`config.mk`:
```
export PLATFORM = sky130hd
export DESIGN_NAME = if_stage
export DESIGN_NICKNAME = d
export VERILOG_FILES = /design/src/rtl/if_stage_pkg.sv /design/src/rtl/if_stage_if_id_reg.sv /design/src/rtl/if_stage.sv
export SDC_FILE = /design/constraint.sdc
export NUM_CORES = 1
export LEC_CHECK = 0
export CAP_MARGIN = 20
export CORE_UTILIZATION = 45
export CTS_CLUSTER_DIAMETER = 40
export DETAILED_ROUTE_END_ITERATION = 8
export PLACE_DENSITY_LB_ADDON = 0.12
export RECOVER_POWER = 50
export SLEW_MARGIN = 20
export SYNTH_ARGS = -nofsm -noshare
export SYNTH_HDL_FRONTEND = slang
export SYNTH_HIERARCHICAL = 1
export SYNTH_SLANG_ARGS = --single-unit
```
`constraint.sdc`:
```
create_clock -name i_clk -period 2.95 [get_ports i_clk]
set_input_delay 0.4425 -clock i_clk [delete_from_list [all_inputs] [get_ports i_clk]]
set_output_delay 0.4425 -clock i_clk [all_outputs]
set_load 0.05 [all_outputs]
```
`src/rtl/if_stage_pkg.sv`:
```
// if_stage_pkg: shared fetch-stage widths (`PC_WIDTH, `DWIDTH) and FSM state encodings.
`ifndef IF_STAGE_DEFINES
`define IF_STAGE_DEFINES
`define PC_WIDTH 32
`define DWIDTH 32
`endif

package if_stage_pkg;
    localparam int PC_W = `PC_WIDTH;
    localparam int DW   = `DWIDTH;
    typedef enum logic [1:0] {FETCH = 2'd0, HOLD = 2'd1, DRAIN = 2'd2} if_state_e;
endpackage

```
`src/rtl/if_stage_if_id_reg.sv`:
```
// if_id_reg: IF/ID pipeline register; flush clears valid only, load captures a new instruction.
module if_id_reg
    import if_stage_pkg::*;
(
    input  logic            clk_i,
    input  logic            rst_i,
    input  logic            load_i,
    input  logic            flush_i,
    input  logic [PC_W-1:0] pc_i,
    input  logic [PC_W-1:0] pc_plus4_i,
    input  logic [DW-1:0]   instr_i,
    output logic [PC_W-1:0] pc_o,
    output logic [PC_W-1:0] pc_plus4_o,
    output logic [DW-1:0]   instr_o,
    output logic            valid_o
);
    always_ff @(posedge clk_i or posedge rst_i)
        if (rst_i) begin
            pc_o       <= '0;
            pc_plus4_o <= '0;
            instr_o    <= '0;
            valid_o    <= 1'b0;
        end else if (flush_i) begin
            valid_o    <= 1'b0;
        end else if (load_i) begin
            pc_o       <= pc_i;
            pc_plus4_o <= pc_plus4_i;
            instr_o    <= instr_i;
            valid_o    <= 1'b1;
        end
endmodule

```
`src/rtl/if_stage.sv`:
```
// if_stage: instruction fetch with FETCH/HOLD/DRAIN handshake FSM feeding if_id_reg.
// Define IF_MISALIGN_CHECK_EN to align branch targets and expose sticky o_misalign.
module if_stage
    import if_stage_pkg::*;
#(
    parameter logic [PC_W-1:0] RESET_PC = '0
) (
    input  logic            i_clk,
    input  logic            i_rst,
    input  logic            i_stall,
    input  logic            i_branch_taken,
    input  logic [PC_W-1:0] i_branch_pc,
    output logic            o_imem_req,
    output logic [PC_W-1:0] o_imem_addr,
    input  logic            i_imem_ack,
    input  logic [DW-1:0]   i_imem_instr,
    output logic [PC_W-1:0] o_pc,
    output logic [PC_W-1:0] o_pc_plus4,
    output logic [DW-1:0]   o_instr,
`ifdef IF_MISALIGN_CHECK_EN
    output logic            o_misalign,
`endif
    output logic            o_valid
);
    if_state_e       state_q;
    logic [PC_W-1:0] pc_q, pc_plus4, tgt;
    logic [DW-1:0]   buf_q;
    logic            load;

    assign pc_plus4    = pc_q + PC_W'(4);
    assign o_imem_req  = state_q == FETCH;
    assign o_imem_addr = pc_q;
    assign load        = !i_branch_taken && !i_stall &&
                         ((state_q == FETCH && i_imem_ack) || state_q == HOLD);

`ifdef IF_MISALIGN_CHECK_EN
    logic misalign_q;
    assign tgt        = {i_branch_pc[PC_W-1:2], 2'b00};
    assign o_misalign = misalign_q;
    always_ff @(posedge i_clk or posedge i_rst)
        if (i_rst) misalign_q <= 1'b0;
        else if (i_branch_taken && |i_branch_pc[1:0]) misalign_q <= 1'b1;
`else
    assign tgt = i_branch_pc;
`endif

    // A redirect without an ack still owes the memory a response, so it must be drained.
    always_ff @(posedge i_clk or posedge i_rst)
        if (i_rst) begin
            state_q <= FETCH;
            pc_q    <= RESET_PC;
            buf_q   <= '0;
        end else if (i_branch_taken) begin
            pc_q    <= tgt;
            state_q <= (state_q != HOLD && !i_imem_ack) ? DRAIN : FETCH;
        end else if (load) begin
            pc_q    <= pc_plus4;
            state_q <= FETCH;
        end else if (state_q == FETCH && i_imem_ack) begin
            buf_q   <= i_imem_instr;
            state_q <= HOLD;
        end else if (state_q == DRAIN && i_imem_ack) begin
            state_q <= FETCH;
        end

    if_id_reg u_if_id_reg (
        .clk_i      (i_clk),
        .rst_i      (i_rst),
        .load_i     (load),
        .flush_i    (i_branch_taken),
        .pc_i       (pc_q),
        .pc_plus4_i (pc_plus4),
        .instr_i    (state_q == HOLD ? buf_q : i_imem_instr),
        .pc_o       (o_pc),
        .pc_plus4_o (o_pc_plus4),
        .instr_o    (o_instr),
        .valid_o    (o_valid)
    );
endmodule

```
* After elaboration in Yosys (flattened, before gate mapping)
Cells that the tools add are included.
** Storage, ports and cells
- Bits of input ports :: 69
- Register bits :: 163
- Output and inout bits :: 130
** Operators by class
- Multiplexer cells :: 10
- Equality and inequality tests :: 3
- Add/sub/neg operators :: 1
- Bitwise operators :: 2
- Reductions and logical operators :: 14
** Operator list (number)
- $mux W32 :: 3
- $add A32 B3 Y32 const B :: 1
- $mux W2 :: 5
- $logic_and A1 B1 Y1 :: 5
- $reduce_bool A4 Y1 :: 1
- $logic_not A1 Y1 :: 3
- $reduce_and A3 Y1 :: 1
- $eq A2 B1 Y1 const B :: 1
- $eq A2 B2 Y1 const B :: 1
- $logic_not A2 Y1 :: 1
- $mux W1 :: 2
- $ne A2 B1 Y1 const B :: 1
- $not A1 Y1 :: 2
- $reduce_and A2 Y1 :: 1
- $reduce_bool A2 Y1 :: 1
- $logic_or A1 B1 Y1 :: 1

* Longest topological paths before layout
Gate-level depths: netlist of run 1.
- Depth after elaboration :: 6
- Gate-level depth with buffers :: 9
- Mapped depth without buffers :: 6

* Cells and area by module
The synthesis of run 1 kept the hierarchy.
** Modules (own cells, without submodules)
- if_stage :: times used 1, cells an instance 367, area an instance 3927.5 um^2
- if_id_reg :: times used 1, cells an instance 208, area an instance 3814.9 um^2

* Worst setup path before layout of run 1
Ideal clock, no wire load.
- Kind :: reg2reg
- From :: register pc_q[3] (netlist: o_imem_addr[3])
- To :: register pc_q[28] (netlist: o_imem_addr[28])
- Path slack :: 481 ps
- Stages on the path, launching flop included :: 8
- Arrival :: 2343 ps
- Data required time :: 2824 ps
- Cells stage by stage :: dfrtp_1 > ha_1 > nand3_2 > or2_2 > clkbuf_1 > nor4_4 > o21ai_1 > a221o_1
** Between the ends
- Word-level cells in the longest chain between the ends :: 3
** RTL lines
- from (decl) :: line if_stage.sv:26 : logic [PC_W-1:0] pc_q, pc_plus4, tgt;
- from (signal assigned) :: line if_stage.sv:54 : pc_q <= tgt;
- from (signal assigned) :: line if_stage.sv:57 : pc_q <= pc_plus4;
- $add A32 B3 Y32 :: line if_stage.sv:30 : assign pc_plus4 = pc_q + PC_W'(4);
- $mux W32 :: line if_stage.sv:56 : end else if (load) begin
- $mux W32 :: line if_stage.sv:53 : end else if (i_branch_taken) begin
Every way passes these cells. The select of a mux whose other input is x is not followed.
A chain may end at the register's enable or synchronous reset.

* Worst setup path in the final report of run 1
- From :: input port i_imem_ack
- To :: register u_if_id_reg.pc_o[19]
** Between the ends
- Word-level cells in the longest chain between the ends :: 4
** RTL lines
- from (decl) :: line if_stage.sv:15 : input logic i_imem_ack,
- $logic_and A1 B1 Y1 :: line if_stage.sv:34 : ((state_q == FETCH && i_imem_ack) || state_q == HOLD);
- $logic_or A1 B1 Y1 :: line if_stage.sv:34
- $logic_and A1 B1 Y1 :: line if_stage.sv:33 : assign load = !i_branch_taken && !i_stall &&
- $reduce_and A2 Y1 (no line)
- to (signal assigned) :: line if_stage_if_id_reg.sv:26 : pc_o <= pc_i;
- to (decl) :: line if_stage_if_id_reg.sv:12 : output logic [PC_W-1:0] pc_o,
Every way passes these cells.

==> flow_metrics.py, run 1 <==
metrics = {
    "grt": {
        "grt_pass1_vias": 5520,
        "grt_max_degree": 48,
        "grt_pass1_wl_um": 29900,
        "overflow": 0,
        "antenna_found_initial": 1,
        "track_usage_pct": 21.9,
    },
    "place": {
        "numPortBuffers": 198,
        "dpl_cell_area_um2": 10000,
        "gp_congestion": 0.793,
        "dp_hpwl_um": 13200,
        "place_inst": 973,
    },
    "timing": {
        "hold_slack_ns": 0.501,
        "timing.final.crit_share_pct": 81.6,
        "clock.fmax_mhz": 416,
        "tightest_slew_ns": 1.35,
        "rsz0062_at_grt": "no",
        "finalSetupViolations": 0,
        "finClkSkew_ns": 0.0101,
        "relSlewSlack_pct": 9.31,
        "report.final.slew_viol_count": 0,
        "hold_viol_final": 0,
        "fin_setup_tns_ns": 0,
        "period_needed_ns": 2.41,
    },
    "synthesis": {
        "syn_inst": 575,
        "synth_xor_area_share_pct": 3.17,
        "muxShareOfSynthArea_pct": 25.6,
        "synthAdderAreaFrac_pct": 0.162,
        "synth_top_area_cell": "dfrtp_1",
        "synth.yosys.seq_area_share_pct": 52.7,
        "syn_avg_cell_area_um2": 13.5,
        "netlist_area_um2": 7740,
        "async_flop_share_pct": 100,
        "ys_ff_latch": 163,
        "synthSimpleGateAreaFrac_pct": 8.97,
        "syn-num-nets": 645,
        "yosys.area.top_type_share_pct": 52.7,
        "synth_edf_count": 0,
        "synth.distinct_cells": 49,
        "synth.area.top_cells": "dfrtp_1 (53%), mux2_2 (18%), mux2_4 (7.8%)",
        "ys_warn_count": 6,
        "synth_compound_area_share_pct": 5.74,
        "ys.flop_type": "dfrtp_1",
        "synth_top_family_by_area": "multiplexers",
    },
    "finish": {
        "final_cell_mix": "clkdlybuf4s50_1 (169), dfrtp_1 (163), mux2_2 (122)",
        "antenna_cells": 0,
        "area.growth.synth_to_final_pct": 36.8,
        "fin_cells": 1005,
        "nNetsFinal": 842,
        "fin_area_um2": 10600,
        "drive_gt1_share_pct": 29.0,
        "utilization_pct": 63.4,
        "final_common_cell": "clkdlybuf4s50_1",
        "nFillCells": 1300,
    },
    "clock_tree": {
        "clkTransAtPathRegs_ns": 0.06,
        "cts_num_sinks": 163,
        "ctsHoldBuffers": 0,
        "cts_root_buf": "clkbuf_16",
        "cts_resized": 0,
        "htreeDepth": 4,
        "numCtsBuffers": 17,
        "cts_tree": "yes",
        "clk_latency_ns": 0.43,
        "clk_path_buf_depth": 2,
        "post_cts_buffers": 0,
    },
    "critical_path": {
        "start_kind": "primary input",
        "path_cells": "dlygate4sd3_1 > nor2_1 > or4_2 > inv_1 > nor2b_4 > buf_12 > mux2_2",
        "path_max_fanout": 28,
        "ff2ff_path_depth": 6,
        "criticalPathCategory": "in2reg",
        "end_kind": "flip-flop",
        "crit_slowest_cell": "dlygate4sd3_1",
        "cp.arrival_ns": 2.71,
        "worstPathRequired_ns": 3.26,
        "cpPeakStageDelay_ns": 0.58,
    },
    "hold_path": {
        "hold_depth": 1,
        "min_path_type": "reg2reg",
    },
    "floorplan": {
        "die_h_um": 133,
        "io_pins": 199,
        "coreArea_um2": 16700,
        "die_w_um": 133,
        "initial_core_util_pct": 46.4,
        "fp-row-count": 47,
        "dieArea_um2": 17700,
    },
    "detailed_routing": {
        "first_pass_iters": 5,
        "drt_iter0_markers": 280,
        "wl_per_cell_um": 18.7,
        "ant_nets": 0,
        "drcViolationCount": 0,
        "drt-vias-per-instance": 5.43,
        "finalWirelength_um": 18800,
        "via_count": 5458,
    },
    "power": {
        "ir_drop_uv": 517,
        "cellPowerDensity_nw_per_um2": 902,
        "leakagePower_uw": 0.00446,
    },
    "job": {
        "drv_cap": 0,
    },
    "run_status": {
        "status": "complete, no violations",
    },
}
[worst max-delay path: cells and delay by family]
family,cells,cell delay [ns]
buf+inv,3,0.95
simple gates,3,0.94
mux,1,0.37
[layer usage]
layer  vias up  share of wire [%]  global-route usage (%)
met5         -              0.053                       0
met2       177                 49                    36.1
met3        24                5.8                    5.18
met4         2                1.4                    6.82
met1      2762                 44                    28.6
li1       2493                  -                       -
[logic make-up (layout without fill, tap and decap cells)]
| kind of cell | count (synthesis) | count (layout) |
|---|---|---|
| AO/OA/AOI/OAI | 61 | 61 |
| XOR/XNOR | 28 | 28 |
| adder cells (fa/ha/maj) | 1 | 1 |
| buffers and inverters | 47 | 257 |
| flip-flops | 163 | 163 |
| multiplexers | 163 | 163 |
| AND/OR/NAND/NOR | 112 | 112 |
[power breakdown]
group / total [uW] / internal, uW / switching [uW]
Clock: 2360 / 1460 / 902
Sequential: 3270 / 2870 / 405
Combinational: 3930 / 1530 / 2400
[final cells by class]
type / count / area [um^2] / share of cell area [%]
inverters: 8 / 32.5 / 0.307
multi-input cells: 365 / 3380 / 31.9
repair buffers: 217 / 2190 / 20.7
clock buffers: 19 / 453 / 4.27
well taps: 220 / 275 / 2.60
flip-flops and latches: 163 / 4080 / 38.5
clock inverters: 13 / 183 / 1.72
[stage by stage]
stage,total power [uW],setup WS [ns]
floorplan,5910,0.481
global placement,7240,0.214
detailed placement,7320,0.160
CTS,9700,0.588
global route,9930,0.358
finish,9560,0.544
[path summary, 6_finish.rpt]
kind,startpoint,to,slack (ns)
setup / recovery,i_imem_ack,u_if_id_reg/pc_o[19]$_DFFE_PP0P_,0.54
hold / removal,u_if_id_reg/instr_o[4]$_DFFE_PP0P_,u_if_id_reg/instr_o[4]$_DFFE_PP0P_,0.50
setup reg to reg,o_imem_addr[2]$_DFFE_PP0P_,o_imem_addr[26]$_DFFE_PP0P_,0.57
hold reg to reg,u_if_id_reg/instr_o[4]$_DFFE_PP0P_,u_if_id_reg/instr_o[4]$_DFFE_PP0P_,0.50
max in group asynchronous,i_rst,u_if_id_reg/instr_o[29]$_DFFE_PP0P_,0.74
min in group asynchronous,i_rst,buf_q[30]$_DFFE_PP0P_,0.79
[cell usage after synthesis (3+ instances only)]
master and count:
a21o_1 4, inv_1 8, xor2_1 11, nand4_1 7, buf_2 10, a221o_1 19, and4_1 3, nor4_4 5
a21oi_1 5, clkbuf_1 16, xnor2_1 17, buf_1 3, nor3_1 8, dfrtp_1 163, nor3b_1 5, nor2_1 15
mux2_2 122, o21ai_1 4, nor4_1 10, o21ai_0 18, buf_12 4, nand3_1 17, o311ai_0 4, nand2_1 24
mux2_4 40, or3_1 3
[flip-flops by register name, summed over array words and instances (netlist names)]
register,flops
buf_q,32
u_if_id_reg/valid_o,1
o_imem_addr,32
u_if_id_reg/instr_o,32
u_if_id_reg/pc_plus4_o,32
u_if_id_reg/pc_o,32
state_q,2
No activity file was read; power rests on OpenSTA's default activity.
==> run 2, diff against run 1 <==
==> constraint.sdc (replaced) <==
create_clock -name i_clk -period 2.1 [get_ports i_clk]
set_input_delay 0.315 -clock i_clk [delete_from_list [all_inputs] [get_ports i_clk]]
set_output_delay 0.315 -clock i_clk [all_outputs]
set_load 0.05 [all_outputs]
==> flow_metrics.py, run 2 (same netlist as run 1, synthesis figures left out) <==
metrics = {
    "floorplan": {
        "die_w_um": 133,
        "io_pins": 199,
        "dieArea_um2": 17700,
        "initial_core_util_pct": 46.4,
        "coreArea_um2": 16700,
        "die_h_um": 133,
        "fp-row-count": 47,
    },
    "detailed_routing": {
        "met3_length_um": 1150,
        "top_layer_used": "met4",
        "drcViolationCount": 0,
        "wl_per_cell_um": 18.3,
        "finalWirelength_um": 18900,
        "drt-met1-wl_um": 8200,
        "drt_iter0_markers": 331,
        "via_count": 5561,
        "ant_nets": 0,
        "drt-vias-per-instance": 5.38,
        "first_pass_iters": 4,
        "met2_wirelength_um": 9240,
    },
    "power": {
        "p_clk_share_pct": 23.7,
        "cellPowerDensity_nw_per_um2": 1240,
        "comb_power_share_pct": 42.1,
        "switchingPower_uw": 5180,
        "ir_drop_uv": 741,
        "leakagePower_uw": 0.00453,
        "swShare_pct": 38.7,
        "seq_power_share_pct": 34.2,
        "intPower_uw": 8220,
    },
    "grt": {
        "track_usage_pct": 22.5,
        "overflow": 0,
        "grt_pass1_wl_um": 31000,
        "grt_max_degree": 65,
        "grt_pass1_vias": 5864,
        "antenna_found_initial": 0,
    },
    "timing": {
        "hold_slack_ns": 0.390,
        "report.final.slew_viol_count": 0,
        "clock.fmax_mhz": 486,
        "period_needed_ns": 2.06,
        "finalSetupViolations": 0,
        "finClkSkew_ns": 0.00819,
        "tightest_slew_ns": 1.07,
        "rsz0062_at_grt": "no",
        "timing.final.crit_share_pct": 98.0,
        "relSlewSlack_pct": 28.4,
        "fin_setup_tns_ns": 0,
        "hold_viol_final": 0,
    },
    "critical_path": {
        "r2r_end": "o_imem_addr[29]$_DFFE_PP0P_",
        "cp.arrival_ns": 1.74,
        "worstPathRequired_ns": 1.78,
        "criticalPathCategory": "reg2out",
        "path_max_fanout": 5,
        "r2r-start": "o_imem_addr[22]$_DFFE_PP0P_",
        "end_kind": "output pin",
        "ff2ff_setup_slack_ns": 0.09,
        "crit_start": "o_imem_addr[13]$_DFFE_PP0P_",
        "start_kind": "flip-flop",
        "endpoint": "o_imem_addr[13]",
        "ff2ff_path_depth": 5,
    },
    "clock_tree": {
        "cts_tree": "yes",
        "clk_path_buf_depth": 2,
        "post_cts_buffers": 0,
        "clk_latency_ns": 0.42,
        "clkTransAtPathRegs_ns": 0.06,
        "cts_root_buf": "clkbuf_16",
        "numCtsBuffers": 17,
        "htreeDepth": 4,
        "cts_num_sinks": 163,
    },
    "finish": {
        "final_cell_mix": "clkdlybuf4s50_1 (182), dfrtp_1 (143), mux2_2 (122)",
        "antenna_cells": 0,
        "drive_gt1_share_pct": 34.2,
        "final_common_cell": "clkdlybuf4s50_1",
        "area.growth.synth_to_final_pct": 39.7,
        "utilization_pct": 64.8,
        "fin_area_um2": 10800,
        "nNetsFinal": 871,
    },
    "place": {
        "dp_hpwl_um": 13300,
        "numPortBuffers": 198,
        "dpl_cell_area_um2": 10300,
        "gp_congestion": 0.858,
    },
    "job": {
        "drv_cap": 0,
    },
    "hold_path": {
        "hold_depth": 3,
        "min_path_type": "in2reg",
    },
    "run_status": {
        "status": "complete, no violations",
    },
}
## run 2: how the worst min path moves through the flow
stage	startpoint	to	slack [ns]
finish	i_branch_taken	u_if_id_reg/valid_o$_DFFE_PP0P_	0.39
global route	i_branch_taken	u_if_id_reg/valid_o$_DFFE_PP0P_	0.40
detailed placement	u_if_id_reg/valid_o$_DFFE_PP0P_	u_if_id_reg/valid_o$_DFFE_PP0P_	0.49
floorplan	i_branch_taken	u_if_id_reg/valid_o$_DFFE_PP0P_	0.38
CTS	i_branch_taken	u_if_id_reg/valid_o$_DFFE_PP0P_	0.38
global placement	buf_q[13]$_DFFE_PP0P_	buf_q[13]$_DFFE_PP0P_	0.48
## run 2: layout make-up
cell class | count | area [um^2]
fill | 1270 | 5880
sequential | 163 | 4100
multi-input combinational | 365 | 3420
timing repair buffer | 246 | 2380
clock buffer | 22 | 474
tap | 220 | 275
clock inverter | 9 | 129
inverter | 8 | 36.3
## run 2: timing repair
| action | CTS | global route |
|---|---|---|
| resized for setup | 5 | 8 |
| pin swaps | 0 | 0 |
| endpoints found under the setup margin | 5 | 15 |
| hold buffers | 0 | 0 |
## run 2: critical path, stage by stage, from the launching register on
cell and delay (ns):
dfrtp_2 0.38, buf_4 0.14, clkdlybuf4s50_1 0.80
## run 2: power groups by stage
stage,Combinational [uW],Sequential (uW),Clock (uW)
floorplan,1310,7010,0
global placement,5640,4600,0
detailed placement,5710,4640,0
CTS,5720,4600,3240
global route,5860,4710,3370
finish,5640,4580,3170
## run 2: through the flow
stage,power (uW),setup slack (ns),instances
2_1_floorplan,8330,-0.0132,575
4_1_cts,13600,0.0121,1033
5_1_grt,13900,0.00189,1033
3_5_place_dp,10400,-0.327,1002
6_report,13400,0.0430,1033
3_3_place_gp,10200,-0.283,1002
## run 2: layer usage
metal,up-vias,global-route usage [%]
li1,2557,-
met1,2792,29.0
met2,189,36.9
met3,23,5.82
met4,0,7.58
met5,-,0
